--- src/rtl/p3_datapath_pkg.sv ---
// p3_datapath_pkg: ALU/shift encodings and register index width shared by the datapath
package p3_datapath_pkg;
    localparam int REG_IDX_W = 3;
    typedef enum logic [1:0] {ALU_ADD = 2'b00, ALU_SUB = 2'b01, ALU_AND = 2'b10, ALU_NOTB = 2'b11} alu_op_e;
    typedef enum logic [1:0] {SH_NONE = 2'b00, SH_LSL = 2'b01, SH_LSR = 2'b10, SH_ASR = 2'b11} shift_e;
endpackage

--- src/rtl/p3_datapath_if.sv ---
// p3_datapath_if: controller-to-datapath strobes and result bus; N_out/V_out exist only with STATUS_NV_EN
interface p3_datapath_if #(parameter int DATA_W = 16);
    import p3_datapath_pkg::*;
    logic [DATA_W-1:0]    datapath_in;
    logic [REG_IDX_W-1:0] writenum;
    logic                 write;
    logic [REG_IDX_W-1:0] readnum;
    logic                 loada;
    logic                 loadb;
    logic                 loadc;
    logic                 loads;
    logic                 asel;
    logic                 bsel;
    logic                 vsel;
    shift_e               shift;
    alu_op_e              ALUop;
    logic [DATA_W-1:0]    datapath_out;
    logic                 Z_out;
`ifdef STATUS_NV_EN
    logic                 N_out;
    logic                 V_out;
`endif
    modport master (
        output datapath_in, writenum, write, readnum, loada, loadb, loadc, loads,
               asel, bsel, vsel, shift, ALUop,
        input  datapath_out, Z_out
`ifdef STATUS_NV_EN
        , N_out, V_out
`endif
    );
    modport slave (
        input  datapath_in, writenum, write, readnum, loada, loadb, loadc, loads,
               asel, bsel, vsel, shift, ALUop,
        output datapath_out, Z_out
`ifdef STATUS_NV_EN
        , N_out, V_out
`endif
    );
endinterface

--- src/rtl/p3_regfile.sv ---
// p3_regfile: 8 x DATA_W register file, one synchronous write port, one combinational read port
module p3_regfile
    import p3_datapath_pkg::*;
#(
    parameter int DATA_W = 16
) (
    input  logic                 clk,
    input  logic                 rst_n,
    input  logic                 we,
    input  logic [REG_IDX_W-1:0] wr_idx,
    input  logic [DATA_W-1:0]    wr_data,
    input  logic [REG_IDX_W-1:0] rd_idx,
    output logic [DATA_W-1:0]    rd_data
);
    logic [2**REG_IDX_W-1:0][DATA_W-1:0] regs_q, regs_d;

    always_comb begin
        regs_d = regs_q;
        if (we) regs_d[wr_idx] = wr_data;
    end

    always_ff @(posedge clk or negedge rst_n)
        if (!rst_n) regs_q <= '0;
        else        regs_q <= regs_d;

    assign rd_data = regs_q[rd_idx];
endmodule

--- src/rtl/p3_datapath.sv ---
// p3_datapath: regfile, A/B operands, B shifter, ALU, C result and status flags (N/V with STATUS_NV_EN)
module p3_datapath
    import p3_datapath_pkg::*;
#(
    parameter int DATA_W = 16
) (
    input logic         clk,
    input logic         rst_n,
    p3_datapath_if.slave dp
);
    localparam int M = DATA_W - 1;
    logic [DATA_W-1:0] rd, sh, ain, bin, alu;
    logic [DATA_W-1:0] a_q, a_d, b_q, b_d, c_q, c_d;
    logic              z_q, z_d;

    p3_regfile #(.DATA_W(DATA_W)) u_regfile (
        .clk    (clk),
        .rst_n  (rst_n),
        .we     (dp.write),
        .wr_idx (dp.writenum),
        .wr_data(dp.vsel ? dp.datapath_in : c_q),
        .rd_idx (dp.readnum),
        .rd_data(rd)
    );

    always_comb begin
        sh  = dp.shift == SH_LSL ? {b_q[M-1:0], 1'b0} :
              dp.shift == SH_LSR ? {1'b0, b_q[M:1]} :
              dp.shift == SH_ASR ? {b_q[M], b_q[M:1]} : b_q;
        ain = dp.asel ? '0 : a_q;
        bin = dp.bsel ? DATA_W'(dp.datapath_in[4:0]) : sh;
        alu = dp.ALUop == ALU_ADD ? ain + bin :
              dp.ALUop == ALU_SUB ? ain - bin :
              dp.ALUop == ALU_AND ? ain & bin : ~bin;
        a_d = dp.loada ? rd : a_q;
        b_d = dp.loadb ? rd : b_q;
        c_d = dp.loadc ? alu : c_q;
        z_d = dp.loads ? (alu == '0) : z_q;
    end

    always_ff @(posedge clk or negedge rst_n)
        if (!rst_n) begin
            a_q <= '0;
            b_q <= '0;
            c_q <= '0;
            z_q <= 1'b0;
        end else begin
            a_q <= a_d;
            b_q <= b_d;
            c_q <= c_d;
            z_q <= z_d;
        end

    assign dp.datapath_out = c_q;
    assign dp.Z_out        = z_q;

`ifdef STATUS_NV_EN
    logic n_q, n_d, v_q, v_d, ovf;

    always_comb begin
        ovf = dp.ALUop == ALU_ADD ? (ain[M] == bin[M]) && (alu[M] != ain[M]) :
              dp.ALUop == ALU_SUB ? (ain[M] != bin[M]) && (alu[M] != ain[M]) : 1'b0;
        n_d = dp.loads ? alu[M] : n_q;
        v_d = dp.loads ? ovf : v_q;
    end

    always_ff @(posedge clk or negedge rst_n)
        if (!rst_n) begin
            n_q <= 1'b0;
            v_q <= 1'b0;
        end else begin
            n_q <= n_d;
            v_q <= v_d;
        end

    assign dp.N_out = n_q;
    assign dp.V_out = v_q;
`endif
endmodule

--- src/flat_wrapper.sv ---
// flat-port wrapper written by rule: the top's interface ports become plain ports
module p3_datapath_flat import p3_datapath_pkg::*;
#(
    parameter int DATA_W = 16
)
  (clk, rst_n, dp_datapath_in, dp_writenum, dp_write, dp_readnum, dp_loada, dp_loadb, dp_loadc, dp_loads, dp_asel, dp_bsel, dp_vsel, dp_shift, dp_ALUop, dp_datapath_out, dp_Z_out);
  p3_datapath_if #(.DATA_W(DATA_W)) dp_i ();
  input logic clk;
  input logic rst_n;
  input wire logic [$bits(dp_i.datapath_in)-1:0] dp_datapath_in;
  input wire logic [$bits(dp_i.writenum)-1:0] dp_writenum;
  input wire logic [$bits(dp_i.write)-1:0] dp_write;
  input wire logic [$bits(dp_i.readnum)-1:0] dp_readnum;
  input wire logic [$bits(dp_i.loada)-1:0] dp_loada;
  input wire logic [$bits(dp_i.loadb)-1:0] dp_loadb;
  input wire logic [$bits(dp_i.loadc)-1:0] dp_loadc;
  input wire logic [$bits(dp_i.loads)-1:0] dp_loads;
  input wire logic [$bits(dp_i.asel)-1:0] dp_asel;
  input wire logic [$bits(dp_i.bsel)-1:0] dp_bsel;
  input wire logic [$bits(dp_i.vsel)-1:0] dp_vsel;
  input wire logic [$bits(dp_i.shift)-1:0] dp_shift;
  input wire logic [$bits(dp_i.ALUop)-1:0] dp_ALUop;
  output wire logic [$bits(dp_i.datapath_out)-1:0] dp_datapath_out;
  output wire logic [$bits(dp_i.Z_out)-1:0] dp_Z_out;
  assign dp_i.datapath_in = dp_datapath_in;
  assign dp_i.writenum = dp_writenum;
  assign dp_i.write = dp_write;
  assign dp_i.readnum = dp_readnum;
  assign dp_i.loada = dp_loada;
  assign dp_i.loadb = dp_loadb;
  assign dp_i.loadc = dp_loadc;
  assign dp_i.loads = dp_loads;
  assign dp_i.asel = dp_asel;
  assign dp_i.bsel = dp_bsel;
  assign dp_i.vsel = dp_vsel;
  assign dp_i.shift = dp_shift;
  assign dp_i.ALUop = dp_ALUop;
  assign dp_datapath_out = dp_i.datapath_out;
  assign dp_Z_out = dp_i.Z_out;
  p3_datapath #(.DATA_W(DATA_W)) u_core (.clk(clk), .rst_n(rst_n), .dp(dp_i));
endmodule
--- config.mk ---
export PLATFORM = sky130hd
export DESIGN_NAME = p3_datapath_flat
export DESIGN_NICKNAME = d
export VERILOG_FILES = /design/src/rtl/p3_datapath_pkg.sv /design/src/rtl/p3_datapath_if.sv /design/src/rtl/p3_regfile.sv /design/src/rtl/p3_datapath.sv /design/src/flat_wrapper.sv
export SDC_FILE = /design/constraint.sdc
export NUM_CORES = 1
export LEC_CHECK = 0
export ABC_AREA = 1
export CORE_ASPECT_RATIO = 1.2
export CORE_MARGIN = 2
export CORE_UTILIZATION = 60
export DETAILED_ROUTE_END_ITERATION = 8
export HOLD_SLACK_MARGIN = 0.12
export PLACE_DENSITY = 0.8
export RECOVER_POWER = 100
export SKIP_LAST_GASP = 1
export SYNTH_ARGS = -nofsm -noshare
export SYNTH_HDL_FRONTEND = slang
export SYNTH_SLANG_ARGS = --single-unit
--- constraint.sdc ---
create_clock -name clk -period 4.8 [get_ports clk]
set_input_delay 0.96 -clock clk [delete_from_list [all_inputs] [get_ports clk]]
set_output_delay 0.96 -clock clk [all_outputs]
set_load 0.05 [all_outputs]
Yosys cells after proc, flatten, opt, wreduce, memory -nomap -nowiden

Index checks and enable logic that the tools add are counted.
W data, S select, Z words.

Mux-type cells: 14
Equal/unequal tests: 5
$lt $le $gt $ge: 3
Reductions and logical operators: 3
Bitwise logic cells: 2
Add/subtract/negate cells: 2

Operators with widths:

| operator             | count |
|---|---|
| $mux W16             | 10 |
| $bwmux W128          | 1 |
| $bmux W16 S3         | 1 |
| $demux W16 S3        | 1 |
| $add A16 B16 Y16     | 1 |
| $and A16 B16 Y16     | 1 |
| $logic_not A16 Y1    | 1 |
| $not A16 Y16         | 1 |
| $sub A16 B16 Y16     | 1 |
| $mux W15             | 1 |
| $lt A3 B4 Y1 const B | 2 |
| $eq A2 B2 Y1 const B | 3 |
| $eq A2 B1 Y1 const B | 2 |
| $ge A3 B1 Y1 const B | 1 |
| $logic_not A2 Y1     | 1 |
| $logic_and A1 B1 Y1  | 1 |

Input port bits: 36
Bits in registers: 177

Longest topological paths before layout

Depth in word-level cells: 10
Gate-level depth with buffers: 26
Mapped depth without buffers: 24

Modules after synthesis

From an unflattened synthesis, not the netlist that was laid out.

Cells, all modules: 1679
Area total of the unflattened synthesis: 11209.5 µm²

By module, submodules not included:

| module      | area an instance (µm²) | cells each | instances | sequential area each (µm²) |
|---|---|---|---|---|
| p3_regfile  | 6277.3                 | 867        | 1         | 3203.1 |
| p3_datapath | 4932.2                 | 812        | 1         | 1226.2 |

Worst setup path after synthesis

Ideal clock, no wire load.

Path kind: input-to-reg
From: input dp_shift[0]
To: register u_core.c_q[12], in the netlist u_core.dp.datapath_out[12]
Path slack: 1.595 ns
Stages: 20
Data required time: 4.669 ns
Data arrival time: 3.074 ns
Library setup time: 0.131 ns
Path through: buf_2 > nand2_2 > nand2_2 > buf_6 > nand2_1 > nand2_1 > nand2_1 > inv_1 > fa_1 > nand2_1 > nand2_1 > nand2_1 > o21ai_2 > a21oi_1 > o21bai_1 > xor2_1 > o21ai_0 > nand2_1 > nand2_1 > o21ai_0

Cells in the longest elaborated chain, start to end: 9
Elaborated cells between the ends (all ways): 14
Those cells by class: add/sub: 2; eq/ne: 3; mux: 7; bitwise: 2

RTL lines:

| element                                                  | line               | source |
|---|---|---|
| start, declared                                          | flat_wrapper.sv:21 | `input wire logic [$bits(dp_i.shift)-1:0] dp_shift;` |
| $eq A2 B2 Y1                                             | p3_datapath.sv:29  | `dp.shift == SH_ASR ? {b_q[M], b_q[M:1]} : b_q;` |
| $mux W15                                                 | p3_datapath.sv:29  |  |
| $mux W16                                                 | p3_datapath.sv:28  | `dp.shift == SH_LSR ? {1'b0, b_q[M:1]} :` |
| $mux W16 (*)                                             | p3_datapath.sv:27  | `sh = dp.shift == SH_LSL ? {b_q[M-1:0], 1'b0} :` |
| $mux W16 (*)                                             | p3_datapath.sv:31  | `bin = dp.bsel ? DATA_W'(dp.datapath_in[4:0]) : sh;` |
| branches (longest 3 deep; another with $sub A16 B16 Y16) | n/a                |  |
| $mux W16 (*)                                             | p3_datapath.sv:32  | `alu = dp.ALUop == ALU_ADD ? ain + bin :` |
| end signal, assigned                                     | p3_datapath.sv:45  | `c_q <= '0;` |
| end signal, assigned                                     | p3_datapath.sv:50  | `c_q <= c_d;` |
| end, declared                                            | p3_datapath.sv:13  | `logic [DATA_W-1:0] a_q, a_d, b_q, b_d, c_q, c_d;` |

Every way passes the cells marked *.
A chain may end at the register's enable or synchronous reset.

Worst setup path in the final report

From: input dp_shift[0]
To: register u_core.z_q, in the netlist u_core.dp.Z_out

Cells in the longest elaborated chain, start to end: 10
Elaborated cells between the ends (all ways): 15
Those cells by class: add/sub: 2; eq/ne: 3; mux: 7; bitwise: 2; reduce/logical: 1

RTL lines:

| element                                                  | line              | source |
|---|---|---|
| $eq A2 B2 Y1                                             | p3_datapath.sv:29 |  |
| $mux W15                                                 | p3_datapath.sv:29 |  |
| $mux W16                                                 | p3_datapath.sv:28 |  |
| $mux W16 (*)                                             | p3_datapath.sv:27 |  |
| $mux W16 (*)                                             | p3_datapath.sv:31 |  |
| branches (longest 3 deep; another with $sub A16 B16 Y16) | n/a               |  |
| $mux W16 (*)                                             | p3_datapath.sv:32 |  |
| $logic_not A16 Y1 (*)                                    | p3_datapath.sv:38 | `z_d = dp.loads ? (alu == '0) : z_q;` |
| end signal, assigned                                     | p3_datapath.sv:51 | `z_q <= z_d;` |
| end, declared                                            | p3_datapath.sv:14 | `logic z_q, z_d;` |

Marks and branches as above.

==> flow_summary_export.csv <==
group,metric,value,unit
synthesis,syn_nets,1405,
synthesis,synth_area,10450,um^2
detailed_routing,drc_errors,0,
detailed_routing,top_layer,"met4",
synthesis,ys.flop_type,"dfrtp_1",
die,dieArea,18490,um^2
global_route,grt_pass1_wl,45.56,mm
detailed_routing,avgRoutedWirePerCell,17.81,um
layout,drive_above_1_share,0.1124,
timing,setup_viol,0,
synthesis,synth_most_common_cell,"nand2_1",
critical_path,critical_path_class,"in -> reg",
detailed_routing,drt-met1-wl,11.82,mm
layout,finish.utilization,0.6846,
die,rows,52,
synthesis,synth_cell_types,43,
pwr,p_leak,5.598,nW
synthesis,syn_avg_cell_area,7.825,um^2
synthesis,ys_top_cells_by_count,"290 x nand2_1, 228 x o21ai_0, 177 x dfrtp_1, 153 x inv_1, 87 x mux2_2",
global_route,grt_pass1_vias,8828,
synthesis,yosysTopAreaCellShare,0.4240,
clocking,tritoncts,"done",
detailed_routing,num_vias,9204,
synthesis,yosysSeqAreaShare,0.4240,
clocking,cts_htree_levels,4,
pwr,power.density,400.1,nW/um^2
clocking,cts.hold.buffers_added,0,
pwr,finalPower,0.004652,W
synthesis,synth.area.top_cells,"dfrtp_1 42%, o21ai_0 11%, nand2_1 10%",
layout,regArea,4429,um^2
timing,slew_violations,193,
die,coreArea,16980,um^2
clocking,postCtsSetupRepairBufs,0,
critical_path,cp_max_fo,13,
timing,tightest_slew,2.580,ns
global_route,antenna_found_initial,0,
synthesis,yosysWarningCount,0,
clocking,clock-root-buffer,"clkbuf_16",
global_route,grt_max_degree,106,
layout,multi_input_area,5111,um^2
layout,num-fill-cells,1415,
global_route,grt_usage,0.3132,
die,die_w,124.5,um
timing,min_period,4.164,ns
timing,fin_tns_setup,0,ns
critical_path,crit_required,5.18,ns
detailed_routing,first_pass_iters,5,
detailed_routing,met2WireLength,13.95,mm
synthesis,ys_async_sr_fraction,1.000,
detailed_routing,wl_met3,1.474,mm
synthesis,ys_ff_latch,177,
clocking,clock_sinks,177,
run_status,outcome,"complete, but fails checks",
clocking,clk_pin_slew,0.07,ns
placed_design,port_buffers,52,
detailed_routing,drt_iter0_drc,773,
clocking,clk_path_buf_depth,2,
timing,rsz0062_at_grt,"false",
critical_path,end_kind,"register",
clocking,cts_resized,0,
pwr,irDropWorstVdd,274.4,uV
clocking,cts_made_buffers,17,
layout,area_growth,11.28,%
critical_path,cp.arrival,4.54,ns
synthesis,syn_inst,1335,
layout,antenna_cells,0,
timing,max_freq,0.2401,GHz
timing,period_share,0.8675,
hold_path,min_path_type,"reg -> reg",
detailed_routing,via_per_inst,5.803,
timing,final_hold_viol_count,0,
timing,skew,0.01364,ns
global_route,overflow,0,
timing,relSlewSlack,-0.7197,
job,cap_violations,2,
critical_path,startpoint_type,"primary input",
synthesis,synth_edf_count,0,
die,ios,53,
clocking,clk_latency,0.43,ns
die,start_util,0.6152,
layout,fin_nets,1428,
placed_design,place_congestion,0.9250,
detailed_routing,ant_nets,0,
placed_design,dpl.hpwl,19.68,mm
detailed_routing,wl,28.25,mm
die,die_height,148.5,um
run_status,violations,"capacitance limit, slew limit",
synthesis,yosys.area.top_type,"dfrtp_1",
[path summary, 6_finish.rpt]
path,end,start,cells past startpoint,slack (ns)
max reg2reg,u_core.dp.Z_out,u_core.b_q[1],20,1.69
min reg2reg,u_core.a_q[15],u_core.a_q[15],2,0.49
max in group asynchronous,u_core.u_regfile.regs_q[25],rst_n,2,1.44
min,u_core.a_q[15],u_core.a_q[15],2,0.49
min in group asynchronous,u_core.u_regfile.regs_q[81],rst_n,1,1.29
max,u_core.dp.Z_out,dp_shift[0],21,0.64
[where the power goes]
group / internal (W) / total (W) / switching, W
Combinational: 0.000487 / 0.00131 / 0.000827
Sequential: 0.00184 / 0.00200 / 0.000164
Clock: 0.000686 / 0.00133 / 0.000648
[cell usage in the layout (no fill, tap or decap), types with 5 or more instances in the layout]
cell / n
buf_4: 15
a21oi_1: 71
inv_2: 9
clkbuf_16: 17
inv_1: 154
clkbuf_2: 5
clkdlybuf4s50_1: 30
dfrtp_1: 177
ha_1: 32
nand2_2: 8
nand2_1: 290
nand3_1: 72
mux2_1: 9
mux2_2: 78
o21ai_0: 241
dlygate4sd3_1: 19
nor2_1: 77
o21ai_1: 6
o211ai_1: 8
xor2_1: 6
[final cells by class]
cell class | count | share of cell area
Clock buffer | 17 | 0.03659
Clock inverter | 14 | 0.01216
Inverter | 164 | 0.05295
Multi-Input combinational cell | 928 | 0.4397
Sequential cell | 177 | 0.3810
Tap cell | 216 | 0.02325
Timing Repair Buffer | 70 | 0.05435
[stage by stage]
| step | hold WS, ns | cells | setup slack, ns | area [um^2] |
|---|---|---|---|---|
| global route | 0.5080 | 1586 | 0.2234 | 11620 |
| global placement | 0.4679 | 1555 | 0.3749 | 11080 |
| CTS | 0.4888 | 1586 | 0.7900 | 11650 |
| floorplan | 0.4530 | 1335 | 1.595 | 10450 |
| detailed placement | 0.4735 | 1555 | 0.3506 | 11080 |
| finish | 0.4905 | 1586 | 0.6358 | 11620 |
[kinds of logic (layout without fill, tap and decap cells)]
| group | Yosys count | in the layout | share of synthesized area |
|---|---|---|---|
| AO/OA/AOI/OAI | 340 | 340 | 0.1685 |
| multiplexers | 88 | 88 | 0.09474 |
| flip-flops | 177 | 177 | 0.4240 |
| buffers and inverters | 230 | 265 | 0.08660 |
| XOR/XNOR | 6 | 6 | 0.005031 |
| adder cells (fa/ha/maj) | 34 | 34 | 0.04216 |
| AND/OR/NAND/NOR | 460 | 460 | 0.1789 |
[metal layers]
metal  up-vias  global-route usage
met5         -                   0
met2       314              0.5322
li1       4423                   -
met1      4402              0.4015
met4         0              0.1309
met3        65             0.05108
[flip-flops by register name, indices dropped and copies added (netlist names)]
register and count:
u_core.u_regfile.regs_q 128, u_core.a_q 16, u_core.b_q 16, u_core.dp.datapath_out 16
u_core.dp.Z_out 1
[worst max-delay path: stages]
cell and delay, ns:
dlygate4sd3_1 0.68, nand2_2 0.26, nand2_2 0.19, nand2_1 0.11
nand2_1 0.09, nand2_1 0.10, inv_1 0.10, fa_1 0.43
o21ai_0 0.22, nand2_1 0.07, nand2_1 0.09, nand3_1 0.07
nand3_1 0.25, nand2_1 0.09, inv_1 0.07, o21ai_1 0.08
nor2_1 0.23, nand3_1 0.11, nor2_1 0.15, nand4_1 0.10
nand2_1 0.06
Power figures use the tool's default switching activity.
